File: config.mk
export PLATFORM = sky130hd
export DESIGN_NAME = joypad_ports
export DESIGN_NICKNAME = d
export VERILOG_FILES = /design/src/rtl/joypad_ports_pkg.sv /design/src/rtl/joypad_shifter.sv /design/src/rtl/joypad_ports.sv
export SDC_FILE = /design/constraint.sdc
export NUM_CORES = 1
export LEC_CHECK = 0
export ABC_AREA = 1
export BUFFER_PORTS_ARGS = -buffer_cell sky130_fd_sc_hd__buf_2
export CAP_MARGIN = 20
export CORE_ASPECT_RATIO = 1.1
export CORE_MARGIN = 2
export CORE_UTILIZATION = 50
export DETAILED_ROUTE_END_ITERATION = 16
export PLACE_DENSITY = 0.78
export RECOVER_POWER = 100
export SYNTH_ARGS = -nofsm -noshare
export SYNTH_HDL_FRONTEND = slang
export SYNTH_HIERARCHICAL = 1
export SYNTH_SLANG_ARGS = --single-unit
File: constraint.sdc
create_clock -name clock -period 1.5 [get_ports clock]
set_input_delay 0.075 -clock clock [delete_from_list [all_inputs] [get_ports clock]]
set_output_delay 0.075 -clock clock [all_outputs]
set_load 0.01 [all_outputs]
File: src/rtl/joypad_ports_pkg.sv
// Shared definitions for the controller-port responder: button bit positions,
// shifter state encoding and the default open-bus value.
package joypad_ports_pkg;

  localparam int BTN_A      = 0;
  localparam int BTN_B      = 1;
  localparam int BTN_SELECT = 2;
  localparam int BTN_START  = 3;
  localparam int BTN_UP     = 4;
  localparam int BTN_DOWN   = 5;
  localparam int BTN_LEFT   = 6;
  localparam int BTN_RIGHT  = 7;

  localparam logic [7:0] OPEN_BUS_DEFAULT = 8'h40;
  localparam logic [3:0] CNT_FULL         = 4'd8;

  typedef enum logic [1:0] {
    JP_STROBE = 2'd0,
    JP_SHIFT  = 2'd1,
    JP_EMPTY  = 2'd2
  } jp_state_t;

endpackage

File: src/rtl/joypad_shifter.sv
// One controller port: button synchronizer, parallel-load/serial-out register and read-edge shifting.
// Serial bit is combinational from state; a shift lands on the clock after the read strobe rises.
module joypad_shifter
  import joypad_ports_pkg::*;
#(
  parameter int SYNC_STAGES = 2
) (
  input  logic       clock,
  input  logic       reset,
  input  logic       strobe,
  input  logic       nread,
  input  logic [7:0] buttons,
  output logic       serial
);

  logic [7:0] sync_q [SYNC_STAGES];
  logic [7:0] btn_sync;
  logic [7:0] sr;
  logic [3:0] cnt;
  logic       nread_q;
  logic       shift_evt;
  jp_state_t  state;

  assign btn_sync  = sync_q[SYNC_STAGES-1];
  assign shift_evt = ~nread_q & nread;

  always_ff @(posedge clock) begin
    if (reset) begin
      for (int i = 0; i < SYNC_STAGES; i++) sync_q[i] <= '0;
      sr      <= '0;
      cnt     <= '0;
      nread_q <= 1'b1;
      state   <= JP_SHIFT;
    end else begin
      sync_q[0] <= buttons;
      for (int i = 1; i < SYNC_STAGES; i++) sync_q[i] <= sync_q[i-1];
      nread_q <= nread;

      // Reload has priority; the clock after strobe falls only leaves STROBE, so
      // a read edge coinciding with the strobe release is dropped.
      if (strobe) begin
        state <= JP_STROBE;
        sr    <= btn_sync;
        cnt   <= '0;
      end else if (state == JP_STROBE) begin
        state <= JP_SHIFT;
      end else if (shift_evt) begin
        sr <= {1'b1, sr[7:1]};
        if (cnt < CNT_FULL) cnt <= cnt + 4'd1;
        if (cnt >= CNT_FULL - 4'd1) state <= JP_EMPTY;
      end
    end
  end

  assign serial = (state == JP_STROBE) ? btn_sync[BTN_A] :
                  (state == JP_EMPTY)  ? 1'b1 : sr[0];

endmodule

File: src/rtl/joypad_ports.sv
// $4016/$4017 read responder: two controller shifters plus the read-data mux.
// Read data is combinational in the strobe-low clock; no backpressure, the CPU owns bus timing.
module joypad_ports
  import joypad_ports_pkg::*;
#(
  parameter logic [7:0] OPEN_BUS    = OPEN_BUS_DEFAULT,
  parameter int         SYNC_STAGES = 2
) (
  input  logic       clock,
  input  logic       reset,
  input  logic [2:0] addr4016w,
  input  logic       naddr4016r,
  input  logic       naddr4017r,
  input  logic [7:0] buttons1,
  input  logic [7:0] buttons2,
  output logic [7:0] data_out,
  output logic       data_valid
);

  logic serial1;
  logic serial2;
  logic nread2;
  logic unused_strobe_bits;

  assign unused_strobe_bits = ^addr4016w[2:1];

  // When both strobes are low $4016 owns the cycle, so port 2 must not see an edge.
  assign nread2 = naddr4017r | ~naddr4016r;

  joypad_shifter #(.SYNC_STAGES(SYNC_STAGES)) u_port1 (
    .clock   (clock),
    .reset   (reset),
    .strobe  (addr4016w[0]),
    .nread   (naddr4016r),
    .buttons (buttons1),
    .serial  (serial1)
  );

  joypad_shifter #(.SYNC_STAGES(SYNC_STAGES)) u_port2 (
    .clock   (clock),
    .reset   (reset),
    .strobe  (addr4016w[0]),
    .nread   (nread2),
    .buttons (buttons2),
    .serial  (serial2)
  );

  assign data_valid = ~naddr4016r | ~naddr4017r;

  always_comb begin
    data_out = 8'h00;
    if (!naddr4016r)      data_out = {OPEN_BUS[7:1], serial1};
    else if (!naddr4017r) data_out = {OPEN_BUS[7:1], serial2};
  end

endmodule

# After elaboration in Yosys (flattened, before gate mapping)
# Memory sizes are Yosys's and may differ from the RTL's.
# Index checks and enable logic that the tools add are counted.
totals:
  ff_bits: 30
  mem_bits_rw: 32
  input_bits: 23
  output_inout_bits: 9
  word_cells: 82
  mem_count: 2
classes:
  n_addsub: 2
  n_lt_le_gt_ge: 4
  n_eq_ne: 4
  muxes: 27
  n_bitwise: 14
  reduce_logical: 19
memory_table:
  columns: ["name", "words", "width", "rd", "rd_ports_with_merged_regs", "wr", "line_no", "rtl"]
  rows:
  - ["u_port1.sync_q", 2, 8, 2, 0, 2, "joypad_shifter.sv:16", "logic [7:0] sync_q [SYNC_STAGES];"]
  - ["u_port2.sync_q", 2, 8, 2, 0, 2, "joypad_shifter.sv:16", null]
op_table:
  columns: ["operator", "count"]
  rows:
  - ["$mux W8", 10]
  - ["$mux W1", 15]
  - ["$mux W7", 2]
  - ["$reduce_and A2 Y1", 6]
  - ["$reduce_bool A3 Y1", 4]
  - ["$add A4 B1 Y4 const B", 2]
  - ["$ge A4 B3 Y1 const B", 2]
  - ["$lt A4 B4 Y1 const B", 2]
  - ["$not A1 Y1", 6]
  - ["$or A1 B1 Y1", 6]
  - ["$reduce_and A3 Y1", 2]
  - ["$reduce_or A3 Y1", 2]
  - ["$eq A2 B2 Y1 const B", 2]
  - ["$logic_not A2 Y1", 2]
  - ["$ne A2 B2 Y1 const B", 2]
  - ["$reduce_bool A2 Y1", 2]
  - ["$and A1 B1 Y1", 2]
  - ["$reduce_or A2 Y1", 1]

# Logic depth before layout (Yosys ltp)
depth:
  ltp_word: 6
  depth_mapped: 8
  mapped_depth_nobuf: 8

# By module
# Netlist, hierarchy kept.
modules_own_cells:
  columns: ["mod", "n_inst", "cells_each", "area_per_inst_um2", "seq_area_each_um2"]
  rows:
  - ["joypad_shifter", 2, 161, 1227.4, 620.6]
  - ["joypad_ports", 1, 15, 83.8, 0.0]

# Least setup slack after synthesis
# OpenSTA, ideal clock, no wires.
synth_path:
  kind: "register -> register"
  startpoint: "reg u_port1.state[0]"
  endpoint: "reg u_port1.sr[0]"
  setup_ns: 0.127
  t_arrival_ns: 0.796
  t_required_ns: 1.373
  slack_ns: 0.577
  path_stages_with_launch: 5
  path_buffers: 0
  period_less_slack_ns: 0.923
  path_cell_list: "dfxtp_1 nor2_1 nand2_2 nand3_1 a21oi_1"
synth_between:
  elab_chain_cells: 3
synth_lines:
  columns: ["element", "line_no", "rtl"]
  rows:
  - ["from (decl)", "joypad_shifter.sv:22", "jp_state_t state;"]
  - ["from (signal assigned)", "joypad_shifter.sv:33", "state <= JP_SHIFT;"]
  - ["from (signal assigned)", "joypad_shifter.sv:42", "state <= JP_STROBE;"]
  - ["from (signal assigned)", "joypad_shifter.sv:46", "state <= JP_SHIFT;"]
  - ["$logic_not A2 Y1", "joypad_shifter.sv:45", "end else if (state == JP_STROBE) begin"]
  - ["$ne A2 B2 Y1 (no line)", null, null]
  - ["$reduce_and A2 Y1 (no line)", null, null]
  - ["to (signal assigned)", "joypad_shifter.sv:43", "sr <= btn_sync;"]
  - ["to (signal assigned)", "joypad_shifter.sv:48", "sr <= {1'b1, sr[7:1]};"]
  - ["to (decl)", "joypad_shifter.sv:18", "logic [7:0] sr;"]
# No other way between the ends.
# A chain may end at the register's enable or synchronous reset.

# Worst setup path after layout
layout_path:
  startpoint: "reg u_port2.state[0]"
  endpoint: "out data_out[0]"
layout_between:
  elab_chain_cells: 5
  elab_cells_between_ends: 6
  classes_between: "eq/ne (1); mux (4); reduce/logical (1)"
layout_lines:
  columns: ["element", "line_no", "rtl"]
  rows:
  - ["from (decl)", "joypad_shifter.sv:22", null]
  - ["from (signal assigned)", "joypad_shifter.sv:33", null]
  - ["from (signal assigned)", "joypad_shifter.sv:42", null]
  - ["from (signal assigned)", "joypad_shifter.sv:46", null]
  - ["$eq A2 B2 Y1", "joypad_shifter.sv:56", "(state == JP_EMPTY) ? 1'b1 : sr[0];"]
  - ["$mux W1", "joypad_shifter.sv:56", null]
  - ["$mux W1 (*)", "joypad_shifter.sv:55", "assign serial = (state == JP_STROBE) ? btn_sync[BTN_A] :"]
  - ["via serial2", "joypad_ports.sv:21", "logic serial2;"]
  - ["$mux W7 (*)", "joypad_ports.sv:53", "else if (!naddr4017r) data_out = {OPEN_BUS[7:1], serial2};"]
  - ["$mux W7 (*)", "joypad_ports.sv:52", "if (!naddr4016r) data_out = {OPEN_BUS[7:1], serial1};"]
  - ["to (decl)", "joypad_ports.sv:16", "output logic [7:0] data_out,"]
# Mark *: on every way through the listed nets, which the timed path passes. The rest lies on a longest branch.

==> results.txt <==
run status = complete, no violations
Syn Area/Cell = 7.53 sq um
CTS Buffer Depth = 2
slowest stage delay, CP = 360 ps
DRC Markers = 0
chip height = 78.7 microns
Die Area = 0.00566 sq mm
initial core utilization = 51.1%
routed wire length = 4080 microns
most frequent cells in the layout = nand2_1, dfxtp_1, inv_1, nor2_1, nand3_1
GR Overflow Total = 0
CP max stage cell = dfxtp_1
Final Cell Area = 0.00294 sq mm
die width = 71.9 microns
Final Max Tran Viols = 0
Design Power = 3.20 mW
drt pass-1 iters = 6
Post-Synthesis Cells = 337
fin nets = 402
dpl cells = 408
first-pass GRT wire length = 7450 microns
vias in the first global route = 1784
hpwl dp = 2530 microns
placed cell areas = 0.00263 sq mm
sequential element share of the synthesized area = 48.9%
startpoint types = register
final setup vio count = 0
CTS root buf = clkbuf_8
worst setup margin = 177 ps
clock-pin slew on the worst setup and hold paths = 60 ps
Peak VDD IR = 0.681 mV
Worst Setup End Kind = primary output
Distinct cells, synth = 21
power density cells = 1090 mW/mm^2
fmax = 756 MHz
synth warn = 6
I/O Buffers = 23
Critical Path Fanout Max = 3
drt first-iter violations = 71
final-report hold violation count = 0
Least-Margin Pin Slew = 1270 ps
largest net degree at the start of global routing = 30
CP Class = register to primary output
Skew-Pair Late Insertion Delay = 330 ps
Total Neg Setup Slack = 0 ps
Via density = 4.53
critical-path cell list = inv_1 > nand2_1 > o22a_1 > nand3_1 > nand2_1 > buf_2
antenna viol nets, final = 0
Routed WL per cell = 9.32 microns
n_diodes = 0
most common cell after layout, fill and taps aside = nand2_1
WP data arrival = 1250 ps
Max Cap Violations = 0
# clock sinks = 62
Final period util = 88.2%
Worst path most repeated cell = nand2_1
worst hold slack = 117 ps
CTS buffer count = 9
fraction of layout cells with a size suffix above 1 = 13.4%
Core Area = 0.00497 sq mm
post-layout util = 59.2%
GR Util All Layers = 16.8%
initial antenna violation count = 0
final worst path period need = 1320 ps
I/O pins = 32
leakage power = 1.40 nW
Layout Area Growth over Synthesis = 15.8%
GP Congestion = 0.758
Hold Crit Class = input port to register
CTS tree = built
post-synthesis register bit count = 62
final cell count without fillers = 438
Slew headroom = 15.2%
Mapped Area = 0.00254 sq mm
FILL cells = 463
Req. time, crit path = 1420 ps
site row count = 27
Setup Skew = 6.04 ps
Via Count = 1984
worst slack, placed = 402 ps
# H-tree levels = 3
RSZ-0062 raised after global routing = false
-- where the power goes --
part           switching [mW]  total [mW]  internal [mW]
Combinational           0.161       0.279          0.118
Sequential             0.0217        1.73           1.71
Clock                   0.566        1.19          0.621
-- worst max-delay path, delay by kind of cell, from the launching register on --
kind / cells / cell delay, ps
buffers and inverters: 2 / 190
AO/OA/AOI/OAI: 1 / 140
flip-flops: 1 / 360
AND/OR/NAND/NOR: 3 / 230
-- per-layer routing --
layer	global-route usage, %	wire length (microns)
met5	0	0
met3	4.82	201
met2	25.5	1810
met4	10.2	111
met1	20.9	1950
-- cell type report --
type	instances	area, sq um	share of cell area (%)
repair buffers	41	299	10.2
multi-input cells	207	946	32.2
flip-flops and latches	62	1240	42.2
clock inverters	2	10.0	0.341
well taps	58	72.6	2.47
inverters	56	225	7.66
clock buffers	12	145	4.94
-- state kept, by name, summed over array words and instances, names as in the netlist --
| signal | count |
|---|---|
| u_port1/sync_q | 16 |
| u_port2/cnt | 4 |
| u_port1/sr | 8 |
| u_port1/cnt | 4 |
| u_port2/sr | 8 |
| u_port2/state | 2 |
| u_port2/nread_q | 1 |
| u_port1/state | 2 |
| u_port1/nread_q | 1 |
| u_port2/sync_q | 16 |
-- logic make-up (layout without fill, tap and decap cells) --
logic type	Yosys count	after routing	share of synthesized area [%]
AOI/OAI and AO/OA	26	26	5.62
adders and majority gates	2	2	0.986
other	1	6	0.148
and+or+nand+nor	173	173	29.9
DFF	62	62	48.9
buffers and inverters	73	111	14.5
-- synth_stat cells, drive strengths merged --
library cell	n	area share, %
o21bai	2	0.59
inv	56	8.9
a21oi	22	4.3
ha	2	0.99
nor2	50	7.6
dfxtp	62	49
nand2	80	13
clkbuf	2	0.30
conb	1	0.15
nand3b	4	1.2
or2	4	0.99
buf	15	5.3
o22a	2	0.69
nand3	35	6.9
-- final timing paths --
kind                   startpoint                     to  slack [ps]  cells past startpoint
max              u_port2/state[0]            data_out[0]         180                      6
max reg2reg      u_port2/state[0]          u_port2/sr[0]         290                      4
min                    naddr4017r        u_port2/nread_q         120                      4
min reg2reg  u_port2/sync_q[0][6]  u_port2/sync_q[0][14]         400                      2
-- repair_timing --
| action | 4_1_cts | 5_1_grt |
|---|---|---|
| buffers inserted | 0 | 0 |
| hold buffers | 16 | 0 |
| hold endpoints to repair | 16 | 0 |
| resized for setup | 0 | 0 |
No activity file was read; power rests on OpenSTA's default activity.
